$ cat src/rtl/glitch_pulser_seq.sv
// Pulse-train generator: N pulses after a programmable delay, with abort, done strobe and polarity.
// Optional per-pulse width sweep enabled by defining GLITCH_PULSER_SWEEP_EN.
module glitch_pulser_seq #(
    parameter int DELAY_BITS   = 16,
    parameter int WIDTH_BITS   = 8,
    parameter int COUNT_BITS   = 8,
    parameter int SPACING_BITS = 16,
    parameter int ACTIVE_HIGH  = 1
) (
    input  logic                    clk,
    input  logic                    rst,
    input  logic                    start_i,
    input  logic                    abort_i,
    input  logic [DELAY_BITS-1:0]   delay_i,
    input  logic [WIDTH_BITS-1:0]   width_i,
    input  logic [COUNT_BITS-1:0]   num_pulses_i,
    input  logic [SPACING_BITS-1:0] spacing_i,
    input  logic [WIDTH_BITS-1:0]   width_step_i,
    output logic                    pulse_o,
    output logic                    ready_o,
    output logic                    done_o,
    output logic [COUNT_BITS-1:0]   pulse_idx_o
);

    // state  | meaning
    // IDLE   | waiting for start, ready_o=1
    // DELAY  | counting trigger-to-first-pulse delay
    // ACTIVE | pulse asserted, counting width
    // SPACE  | pulse idle between pulses, counting spacing
    typedef enum logic [1:0] {
        S_IDLE   = 2'd0,
        S_DELAY  = 2'd1,
        S_ACTIVE = 2'd2,
        S_SPACE  = 2'd3
    } state_t;

    localparam int CNT_BITS_A = (DELAY_BITS > SPACING_BITS) ? DELAY_BITS : SPACING_BITS;
    localparam int CNT_BITS   = (CNT_BITS_A > WIDTH_BITS) ? CNT_BITS_A : WIDTH_BITS;
    localparam logic P_ON     = (ACTIVE_HIGH != 0);
    localparam logic P_OFF    = (ACTIVE_HIGH == 0);

    state_t                  r_state, w_state;
    logic [CNT_BITS-1:0]     r_cnt, w_cnt;
    logic [WIDTH_BITS-1:0]   r_width, w_width;
    logic [SPACING_BITS-1:0] r_spacing, w_spacing;
    logic [COUNT_BITS-1:0]   r_num, w_num;
    logic [COUNT_BITS-1:0]   r_idx, w_idx;
    logic                    r_pulse, w_pulse;
    logic                    r_done, w_done;

    logic [WIDTH_BITS-1:0]   w_width_eff;
    logic [SPACING_BITS-1:0] w_spacing_eff;
    logic [CNT_BITS-1:0]     w_width_load;
    logic [CNT_BITS-1:0]     w_spacing_load;
    logic                    w_last;

    // Zero width/spacing behave as one cycle; counters are loaded with (length - 1).
    assign w_width_eff    = (r_width == '0) ? WIDTH_BITS'(1) : r_width;
    assign w_spacing_eff  = (r_spacing == '0) ? SPACING_BITS'(1) : r_spacing;
    assign w_width_load   = CNT_BITS'(w_width_eff - WIDTH_BITS'(1));
    assign w_spacing_load = CNT_BITS'(w_spacing_eff - SPACING_BITS'(1));
    assign w_last         = (r_idx == (r_num - COUNT_BITS'(1)));

`ifdef GLITCH_PULSER_SWEEP_EN
    logic [WIDTH_BITS-1:0] r_step, w_step;
    logic [WIDTH_BITS:0]   w_width_sum;
    logic [WIDTH_BITS-1:0] w_width_sat;

    assign w_width_sum = {1'b0, r_width} + {1'b0, r_step};
    assign w_width_sat = w_width_sum[WIDTH_BITS] ? '1 : w_width_sum[WIDTH_BITS-1:0];
`else
    logic w_unused_step;
    assign w_unused_step = ^width_step_i;
`endif

    always_comb begin
        w_state   = r_state;
        w_cnt     = r_cnt;
        w_width   = r_width;
        w_spacing = r_spacing;
        w_num     = r_num;
        w_idx     = r_idx;
        w_pulse   = P_OFF;
        w_done    = 1'b0;
`ifdef GLITCH_PULSER_SWEEP_EN
        w_step    = r_step;
`endif
        if (r_state != S_IDLE && abort_i) begin
            w_state = S_IDLE;
        end else begin
            case (r_state)
                S_IDLE: begin
                    if (start_i && !abort_i) begin
                        if (num_pulses_i != '0) begin
                            w_state   = S_DELAY;
                            w_cnt     = CNT_BITS'(delay_i);
                            w_width   = width_i;
                            w_spacing = spacing_i;
                            w_num     = num_pulses_i;
                            w_idx     = '0;
`ifdef GLITCH_PULSER_SWEEP_EN
                            w_step    = width_step_i;
`endif
                        end else begin
                            w_done = 1'b1;
                        end
                    end
                end
                S_DELAY: begin
                    if (r_cnt == '0) begin
                        w_state = S_ACTIVE;
                        w_pulse = P_ON;
                        w_cnt   = w_width_load;
                    end else begin
                        w_cnt = r_cnt - CNT_BITS'(1);
                    end
                end
                S_ACTIVE: begin
                    if (r_cnt == '0) begin
                        if (w_last) begin
                            w_state = S_IDLE;
                            w_done  = 1'b1;
                        end else begin
                            w_state = S_SPACE;
                            w_cnt   = w_spacing_load;
`ifdef GLITCH_PULSER_SWEEP_EN
                            w_width = w_width_sat;
`endif
                        end
                    end else begin
                        w_cnt   = r_cnt - CNT_BITS'(1);
                        w_pulse = P_ON;
                    end
                end
                S_SPACE: begin
                    if (r_cnt == '0) begin
                        w_state = S_ACTIVE;
                        w_pulse = P_ON;
                        w_cnt   = w_width_load;
                        w_idx   = r_idx + COUNT_BITS'(1);
                    end else begin
                        w_cnt = r_cnt - CNT_BITS'(1);
                    end
                end
                default: begin
                    w_state = S_IDLE;
                end
            endcase
        end
    end

    always_ff @(posedge clk) begin
        if (rst) begin
            r_state   <= S_IDLE;
            r_cnt     <= '0;
            r_width   <= '0;
            r_spacing <= '0;
            r_num     <= '0;
            r_idx     <= '0;
            r_pulse   <= P_OFF;
            r_done    <= 1'b0;
`ifdef GLITCH_PULSER_SWEEP_EN
            r_step    <= '0;
`endif
        end else begin
            r_state   <= w_state;
            r_cnt     <= w_cnt;
            r_width   <= w_width;
            r_spacing <= w_spacing;
            r_num     <= w_num;
            r_idx     <= w_idx;
            r_pulse   <= w_pulse;
            r_done    <= w_done;
`ifdef GLITCH_PULSER_SWEEP_EN
            r_step    <= w_step;
`endif
        end
    end

    assign pulse_o     = r_pulse;
    assign ready_o     = (r_state == S_IDLE);
    assign done_o      = r_done;
    assign pulse_idx_o = r_idx;

endmodule

$ cat config.mk
export PLATFORM = sky130hd
export DESIGN_NAME = glitch_pulser_seq
export DESIGN_NICKNAME = d
export VERILOG_FILES = /design/src/rtl/glitch_pulser_seq.sv
export SDC_FILE = /design/constraint.sdc
export NUM_CORES = 1
export LEC_CHECK = 0
export ABC_AREA = 0
export CAP_MARGIN = 10
export CELL_PAD_IN_SITES_DETAIL_PLACEMENT = 1
export CELL_PAD_IN_SITES_GLOBAL_PLACEMENT = 2
export CORE_ASPECT_RATIO = 1.25
export CORE_MARGIN = 2
export CORE_UTILIZATION = 27
export CTS_CLUSTER_SIZE = 20
export DETAILED_ROUTE_END_ITERATION = 10
export GPL_TIMING_DRIVEN = 1
export PLACE_DENSITY = 0.87
export SLEW_MARGIN = 0
export SYNTH_ARGS = -nofsm -noshare
export SYNTH_HDL_FRONTEND = slang
export SYNTH_SLANG_ARGS = --single-unit
$ cat constraint.sdc
create_clock -name clk -period 2.6 [get_ports clk]
set_input_delay 0.26 -clock clk [delete_from_list [all_inputs] [get_ports clk]]
set_output_delay 0.26 -clock clk [all_outputs]
set_load 0.01 [all_outputs]
; ---- Yosys cells after proc, flatten, opt, wreduce, memory -nomap -nowiden
; Cells that the tools add are included.
[totals]
out_inout_bits = 11
regBits = 60
in_bits = 60
wordCells = 66
[op_classes]
n_eq_ne = 10
reduce_logical = 16
mux = 26
n_bitwise = 1
add_sub_neg = 5
[ops]
columns = op, count
row1 = 16-bit two-way mux, 6
row2 = 16-bit case mux with 3 select lines, 1
row3 = 16-bit zero test, 2
row4 = 8-bit two-way mux, 4
row5 = "16-bit by 1-bit subtractor with 16-bit output, second input constant", 2
row6 = 8-bit case mux with 2 select lines, 1
row7 = 4-bit AND reduction, 3
row8 = 2-bit two-way mux, 5
row9 = "8-bit by 1-bit subtractor with 9-bit output, second input constant", 1
row10 = "8-bit by 1-bit adder with 8-bit output, second input constant", 1
row11 = 8-bit == test, 1
row12 = 8-bit zero test, 1
row13 = 8-bit nonzero test, 1
row14 = "8-bit by 1-bit subtractor with 8-bit output, second input constant", 1
row15 = 1-bit two-way mux, 6
row16 = "2-bit by 1-bit != test with 1-bit output, second input constant", 3
row17 = 2-bit case mux with 3 select lines, 1
row18 = 5-bit AND reduction, 1
row19 = "2-bit == test, second input constant", 2
row20 = "2-bit != test, second input constant", 2
row21 = 1-bit case mux with 2 select lines, 2
row22 = 2-bit nonzero test, 2
row23 = 2-bit OR reduction, 2
row24 = "3-bit != test, second input constant", 1
row25 = other kinds (5), 6

; ---- Depth between registers and ports, before layout
; Gate-level depths: netlist of the first run.
[depth]
word_depth = 6
depth_mapped = 11

; ---- Worst setup path before layout of the first run
; Ideal clock, no wire load.
[synth_timing]
path_kind = register to register
from = register r_cnt[0]
to = register r_idx[7] (netlist: pulse_idx_o[7])
synth_period_minus_slack_ps = 2771
path_buffers = 3
setup_slack_ps = -171
arrival_ps = 2657
setup_time_ps = 114
stages_incl_launch_ff = 12
t_required_ps = 2486
cell_sequence = dfxtp_1 > inv_1 > ha_1 > or4b_1 > buf_2 > or4_1 > buf_2 > o22a_1 > buf_6 > nor4_2 > nor3b_1 > a21o_1
[synth_between]
elab_chain_len = 3
[synth_rtl]
columns = element, line
row1 = "start, declared", 43  ; logic [CNT_BITS-1:0] r_cnt, w_cnt;
row2 = "start signal, assigned", 167  ; r_cnt <= w_cnt;
row3 = 16-bit zero test, 136  ; if (r_cnt == '0) begin
row4 = 2-bit != test (no source line), --
row5 = 5-bit AND reduction (no source line), --
row6 = "end signal, assigned", 171  ; r_idx <= w_idx;
row7 = "end, declared", 47  ; logic [COUNT_BITS-1:0] r_idx, w_idx;
; No other way between the ends.
; A chain may end at the register's enable or synchronous reset.

; ---- Final worst setup path of the first run
[layout_timing]
from = register r_cnt[1]
to = register r_idx[4] (netlist: pulse_idx_o[4])
; The elaborated chain is that of the path after synthesis.

==> key figures, run 1 <==
Yosys
  • Cell variety after synth: 64
  • Mapped Area: roughly 3900 um2
  • Syn nets: 587
  • EDFF count, synth: 0
  • Post-synthesis register bit count: 60
  • Cell count after synthesis: ~520
  • Syn avg cell area: ~7.5 um2
  • Synth Flop Type: dfxtp_1
  • Post-synthesis sequential area ratio: a little over 30%
  • Async S/R FF share, synth: 0%
  • Synth warnings: 0

Worst setup path
  • Crit path cell chain: inv_2 -> ha_4 -> or4b_4 -> or4_4 -> buf_6 -> o22a_4 -> buf_12 -> nor4b_4 -> xnor2_1 -> nor2_1
  • RR Endpoint: pulse_idx_o[4]
  • Critical path capture point type: flip-flop
  • CP required: approximately 2.8 ns
  • Kind of critical path: flip-flop to flip-flop
  • Crit path capture: pulse_idx_o[4]
  • R2R Setup Slk: roughly 0.046 ns
  • Worst Setup SP: r_cnt[1]
  • WP data arrival: roughly 2.8 ns
  • CP Launch Type: flip-flop
  • Critical path depth: 10
  • Worst reg2reg path depth: 10
  • Crit path max fanout: 7
  • Reg2Reg Launch Point: r_cnt[1]
  • Max incr delay on CP: 0.52 ns
  • Delay-heaviest family, CP: simple AND/OR/NAND/NOR gates
  • CP bufs+invs: 3
  • Highest-delay cell along the critical path: or4_4

Die
  • Die height: between 100 and 150 um
  • Ports: between 70 and 80
  • Starting Density: a little over a quarter
  • Rows: approximately 50
  • Die outline area: approximately 16000 um2
  • Die W: roughly 110 um
  • Core area: 14300 um2

GRT
  • Largest net degree at the start of global routing: 35
  • First-pass GRT wire length: 25000 um
  • GRT overflow: 0
  • GRT Util Overall: 20.3%
  • Initial antenna violation count: 0
  • Number of global-route vias before repair: approximately 4700

STA
  • Fin Hold WS: between 0.3 and 0.4 ns
  • Period utilization: a little over nine tenths
  • Count of final setup violators: 0
  • Worst Tran Pin Value: about 0.6 ns
  • Slew Viols, Final: 0
  • Relative slew slack: 60.5%
  • Max Clock Skew: 0.00822 ns
  • RSZ-0062 raised after global routing: true
  • F_max: just under 400 MHz
  • Crit path time final: 2.55 ns
  • Final Hold Fails: 0

Power
  • Cell Pwr Density: about 590 nW/um2
  • LEAKAGE: around 0.0021 uW
  • Max VDD drop: 0.299 mV

Route
  • DRT Wirelength: between 15000 and 20000 um
  • Vias/cell: 5.49
  • ANT nets after route: 0
  • Vias: approximately 4500
  • First-iteration detailed-routing DRC count: 252
  • Per-cell routed wire length: roughly 19 um
  • DR DRC count: 0
  • Pre-antenna DRT Iters: 4

CTS
  • Clock Latency Late Sink: 0.34 ns
  • Deepest clock path buffer count: 2
  • H-Tree Depth: 3
  • Clock-pin transition on the worst setup and hold timing paths: about 0.06 ns
  • CTS tree: done
  • CTS Hold Buffers Added: 0
  • Total CTS buffers: 9
  • TritonCTS sink count: 60
  • Clk root buf: clkbuf_16

Finish
  • Ant diodes: 0
  • Finished layout cell area: roughly 5600 um2
  • Proportion of layout cells with a drive suffix above 1: about a fifth
  • Nets@finish: 700
  • Fill count: roughly 1800
  • Final core occ: 39.4%
  • Area grow syn2layout: 43.4%

Place
  • PortBufs: 62
  • DP Area: ~5200 um2
  • GP Congestion: about 0.97
  • HPWL after DPL: about 12000 um

Run
  • Total of max-cap violations: 0

Min path
  • HP Class: primary input to flip-flop

Status
  • Outcome: complete, no violations
timing repair:
item                       in CTS  in global routing
setup endpoints to repair       3                 25
gates resized for setup         2                 18
pin swaps                       0                  6
cloned                          0                  1
setup buffers                   0                  4
metal layers:
layer  up-vias  global-route usage, %  wire, um
met2       105                   36.7      8200
li1       2158                      -         -
met3        35                   2.40       529
met4         0                   10.3       668
met5         -                      0         0
met1      2200                   23.3      6460
cell families (layout without fill, tap and decap cells):
logic type / after synthesis / count (layout) / share of synthesized area (%)
buf+inv: 51 / 169 / 5.53
flops: 60 / 60 / 30.5
compound gates: 144 / 144 / 23.8
mux: 8 / 8 / 2.16
fa+ha+maj: 4 / 4 / 1.27
simple gates: 229 / 229 / 30.7
xor+xnor: 27 / 27 / 6.00
power by group:
part           switching (uW)  internal (uW)
logic                     539            457
clock network             481            845
registers                48.6            965
sequential cells by signal, indices dropped and copies added (netlist names):
name / cells
r_spacing: 16
r_cnt: 16
done_o: 1
r_num: 8
pulse_idx_o: 8
r_state: 2
r_width: 8
pulse_o: 1
worst min path at each step:
| stage | startpoint | to | slack (ns) | depth (start not counted) |
|---|---|---|---|---|
| global route | rst | r_width[4] | 0.37 | 2 |
| finish | rst | r_width[1] | 0.37 | 2 |
| floorplan | num_pulses_i[7] | r_num[7] | 0.40 | 2 |
| global placement | r_num[7] | r_num[7] | 0.46 | 2 |
| detailed placement | r_width[7] | r_width[7] | 0.48 | 2 |
| CTS | rst | r_width[3] | 0.36 | 2 |
metrics by stage:
| step | setup slack, ns | instances | total power, uW | TNS, ns |
|---|---|---|---|---|
| floorplan | 0.0190 | 523 | 1550 | 0 |
| global placement | 0.0415 | 798 | 1940 | 0 |
| detailed placement | -0.0159 | 798 | 1960 | -0.0159 |
| CTS | 0.000756 | 814 | 3310 | 0 |
| global route | -0.0510 | 819 | 3470 | -0.217 |
| finish | 0.0458 | 819 | 3340 | 0 |
worst reg2reg max path, delay by kind of cell, from the launching register on:
kind	cells	cell delay, ns
and+or+nand+nor	4	1.24
buffers and inverters	3	0.38
DFF	1	0.32
AOI/OAI and AO/OA	1	0.21
xor gates and xnor gates	1	0.15
adders and majority gates	1	0.13
synth_stat cells (all sizes together), types with 5 or more instances:
library cell / instances / area (um2)
nand2: 90 / 338
dfxtp: 60 / 1200
a21oi: 46 / 230
nor2: 35 / 131
clkbuf: 27 / 101
o21ai: 27 / 139
nand3: 17 / 85.1
nor4: 17 / 158
xnor2: 17 / 149
inv: 16 / 60.1
or4: 15 / 113
nor3: 13 / 65.1
a211oi: 11 / 82.6
a31oi: 10 / 62.6
xor2: 10 / 87.6
buf: 6 / 48.8
nor2b: 6 / 37.5
o211ai: 6 / 45.0
nand4: 5 / 31.3
nor4b: 5 / 58.8
o31ai: 5 / 37.5
or3: 5 / 31.3
area by class of cell:
type / count / area [um2] / share of cell area (%)
repair buffers: 135 / 1200 / 21.2
clock buffers: 9 / 225 / 3.99
flip-flops and latches: 60 / 1200 / 21.3
multi-input cells: 412 / 2630 / 46.6
inverters: 18 / 67.6 / 1.20
clock inverters: 7 / 100 / 1.77
well taps: 178 / 223 / 3.94
cells in the final DEF, fill, tap and decap left out, types with 5 or more instances in the layout:
cell type        count
inv_1               14
xnor2_1             17
nor2b_1              6
nor2_1              34
nand4_1              5
nor3_1              10
a21oi_1             46
nand3_1             17
a31oi_1              9
buf_4               70
o31ai_1              5
dfxtp_1             58
xor2_1              10
or4_1               14
a211oi_1            11
or3_1                5
nand2_1             89
clkbuf_16           10
clkdlybuf4s50_1     61
nor4_1              11
o21ai_0             25
o211ai_1             6
(Power assumes the default switching activity.)
==> run 2: changes to the inputs <==
--- a/config.mk
+++ b/config.mk
@@ -10,12 +10,13 @@
 export CELL_PAD_IN_SITES_DETAIL_PLACEMENT = 1
 export CELL_PAD_IN_SITES_GLOBAL_PLACEMENT = 2
 export CORE_ASPECT_RATIO = 1.25
-export CORE_MARGIN = 2
+export CORE_MARGIN = 10
 export CORE_UTILIZATION = 27
 export CTS_CLUSTER_SIZE = 20
 export DETAILED_ROUTE_END_ITERATION = 10
 export GPL_TIMING_DRIVEN = 1
 export PLACE_DENSITY = 0.87
+export SETUP_SLACK_MARGIN = 0.2
 export SLEW_MARGIN = 0
 export SYNTH_ARGS = -nofsm -noshare
 export SYNTH_HDL_FRONTEND = slang
==> key figures, run 2 (synthesized netlist as in run 1, its figures left out) <==
GRT
  • GRT Util Overall: 16.0% (-4.2 points)
  • First-pass GRT wire length: 25800 um (+3.1%)
  • Largest net degree at the start of global routing: 33 (-5.7%)
  • GRT overflow: 0 (unchanged)
  • Initial antenna violation count: 0 (unchanged)
  • Number of global-route vias before repair: 4860 (+3.3%)

Worst setup path
  • Crit path max fanout: 7 (unchanged)
  • R2R Setup Slk: -0.02 ns (-0.07 ns)
  • Crit path capture: r_cnt[1]
  • CP Launch Type: flip-flop
  • CP required: 2.82 ns (about the same)
  • WP data arrival: 2.84 ns (+0.07 ns)
  • Worst reg2reg path depth: 10 (unchanged)
  • CP bufs+invs: 3 (unchanged)
  • Max incr delay on CP: 0.48 ns (-0.04 ns)
  • Critical path depth: 10 (unchanged)
  • Delay-heaviest family, CP: simple AND/OR/NAND/NOR gates
  • Critical Path Most Common Cell: buf_4
  • Crit path cell chain: inv_2 -> ha_4 -> buf_4 -> or4b_4 -> nor4_4 -> buf_4 -> nand2_1 -> o211ai_1 -> a21oi_1 -> mux2_2
  • Reg2Reg Launch Point: r_cnt[1]
  • Highest-delay cell along the critical path: or4b_4
  • Worst Setup SP: r_cnt[1]
  • RR Endpoint: r_cnt[1]
  • Kind of critical path: flip-flop to flip-flop
  • Critical path capture point type: flip-flop

STA
  • Count of final setup violators: 1 (+1)
  • F_max: 382 MHz (-2.5%)
  • Fin Hold WS: 0.451 ns (+0.0811 ns)
  • Period utilization: 101% (+2.6 points)
  • Slew Viols, Final: 0 (unchanged)
  • Crit path time final: 2.62 ns (+0.0664 ns)
  • Worst Tran Pin Value: 0.709 ns (+0.120 ns)
  • Relative slew slack: 52.8% (-7.8 points)
  • Max Clock Skew: 0.0106 ns (+0.00235 ns)
  • Final WS setup: -0.0206 ns (-0.0664 ns)
  • Setup TNS Final: -0.0206 ns (-0.0206 ns)
  • Final Hold Fails: 0 (unchanged)
  • RSZ-0062 raised after global routing: true

Finish
  • Final core occ: 41.6% (+2.2 points)
  • Fill count: 1757 (-0.45%)
  • Nets@finish: 715 (+2.1%)
  • Largest registers: r_cnt x16, r_spacing x16
  • Proportion of layout cells with a drive suffix above 1: 26.3% (+6.0 points)
  • Most frequent cells in the layout: nand2_1, buf_4, clkdlybuf4s50_1, dfxtp_1, a21oi_1
  • Ant diodes: 0 (unchanged)
  • Commonest non-fill, non-tap cell in the layout: nand2_1
  • Area grow syn2layout: 51.5%

Route
  • Per-cell routed wire length: 20.4 um (+5.4%)
  • First-iteration detailed-routing DRC count: 255 (+1.2%)
  • Vias: 4629 (+2.9%)
  • DR DRC count: 0 (unchanged)
  • Vias/cell: 5.56 (+1.2%)
  • ANT nets after route: 0 (unchanged)
  • DRT Wirelength: 17000 um (+7.2%)
  • Pre-antenna DRT Iters: 4 (unchanged)

CTS
  • Clk root buf: clkbuf_16
  • CTS tree: done
  • Deepest clock path buffer count: 2 (unchanged)
  • Clock Latency Late Sink: 0.34 ns (about the same)
  • Total CTS buffers: 9 (unchanged)
  • TritonCTS sink count: 60 (unchanged)
  • H-Tree Depth: 3 (unchanged)
  • CTS Hold Buffers Added: 0 (unchanged)
  • Clock-pin transition on the worst setup and hold timing paths: 0.05 ns (about the same)

Die
  • Ports: 71 (unchanged)
  • Die W: 128 um (+14%)
  • Starting Density: 27.5% (unchanged)
  • Die outline area: 19800 um2 (+27%)
  • Core area: 14300 um2 (unchanged)
  • Die height: 155 um (+12%)
  • Rows: 49 (unchanged)

Status
  • Failing checks: negative setup slack
  • Outcome: complete, but fails checks

Place
  • HPWL after DPL: 12200 um (+4.1%)
  • Pre-CTS WS: -0.0665 ns (-0.0506 ns)
  • GP Congestion: 0.919 (-4.9%)
  • PortBufs: 62 (unchanged)

Power
  • Cell Pwr Density: 575 nW/um2 (-2.6%)
  • Power Total: 3430 uW (+2.9%)
  • Max VDD drop: 0.281 mV (-6.2%)
  • LEAKAGE: 0.00223 uW (+5.7%)

Run
  • Total of max-cap violations: 0 (unchanged)

Min path
  • HP Class: primary input to flip-flop
run 2: timing repair:
item	in CTS	in global routing
resized for setup	13	53
gates cloned	0	2
endpoints found under the setup margin	25	25
buffers inserted	5	12
pin swaps	5	19
run 2: layout make-up:
type / instances / area [um2] / area share, %
inverters: 18 / 67.6 / 1.13
repair buffers: 150 / 1350 / 22.6
multi-input cells: 412 / 2800 / 46.9
clock buffers: 12 / 267 / 4.47
clock inverters: 3 / 45.0 / 0.755
flip-flops and latches: 60 / 1220 / 20.4
well taps: 178 / 223 / 3.73
run 2: how the worst min path moves through the flow:
stage                           to             from  cells past startpoint
floorplan                 r_num[7]  num_pulses_i[7]                      2
detailed placement      r_width[7]       r_width[7]                      2
global route        pulse_idx_o[1]              rst                      2
global placement          r_num[7]         r_num[7]                      2
CTS                     r_width[1]              rst                      2
finish              pulse_idx_o[1]              rst                      2
run 2: metal layers:
| metal | wire length [um] | GRT usage, % | vias to the layer above |
|---|---|---|---|
| met5 | 0 | 0 | - |
| met2 | 8670 | 28.2 | 133 |
| met1 | 6650 | 17.8 | 2259 |
| met4 | 829 | 8.22 | 0 |
| met3 | 855 | 3.16 | 50 |
| li1 | - | - | 2187 |
run 2: stage by stage:
stage | cell area, um2 | std cells
after floorplan | 4000 | 523
after CTS | 5620 | 819
after global placement | 5210 | 799
after global routing | 5970 | 833
final | 5970 | 833
after detailed placement | 5210 | 799
run 2: power breakdown:
group | leakage, uW | switching, uW | internal [uW]
registers | 0.000493 | 50.7 | 965
logic | 0.00159 | 589 | 553
clock network | 0.000147 | 458 | 815
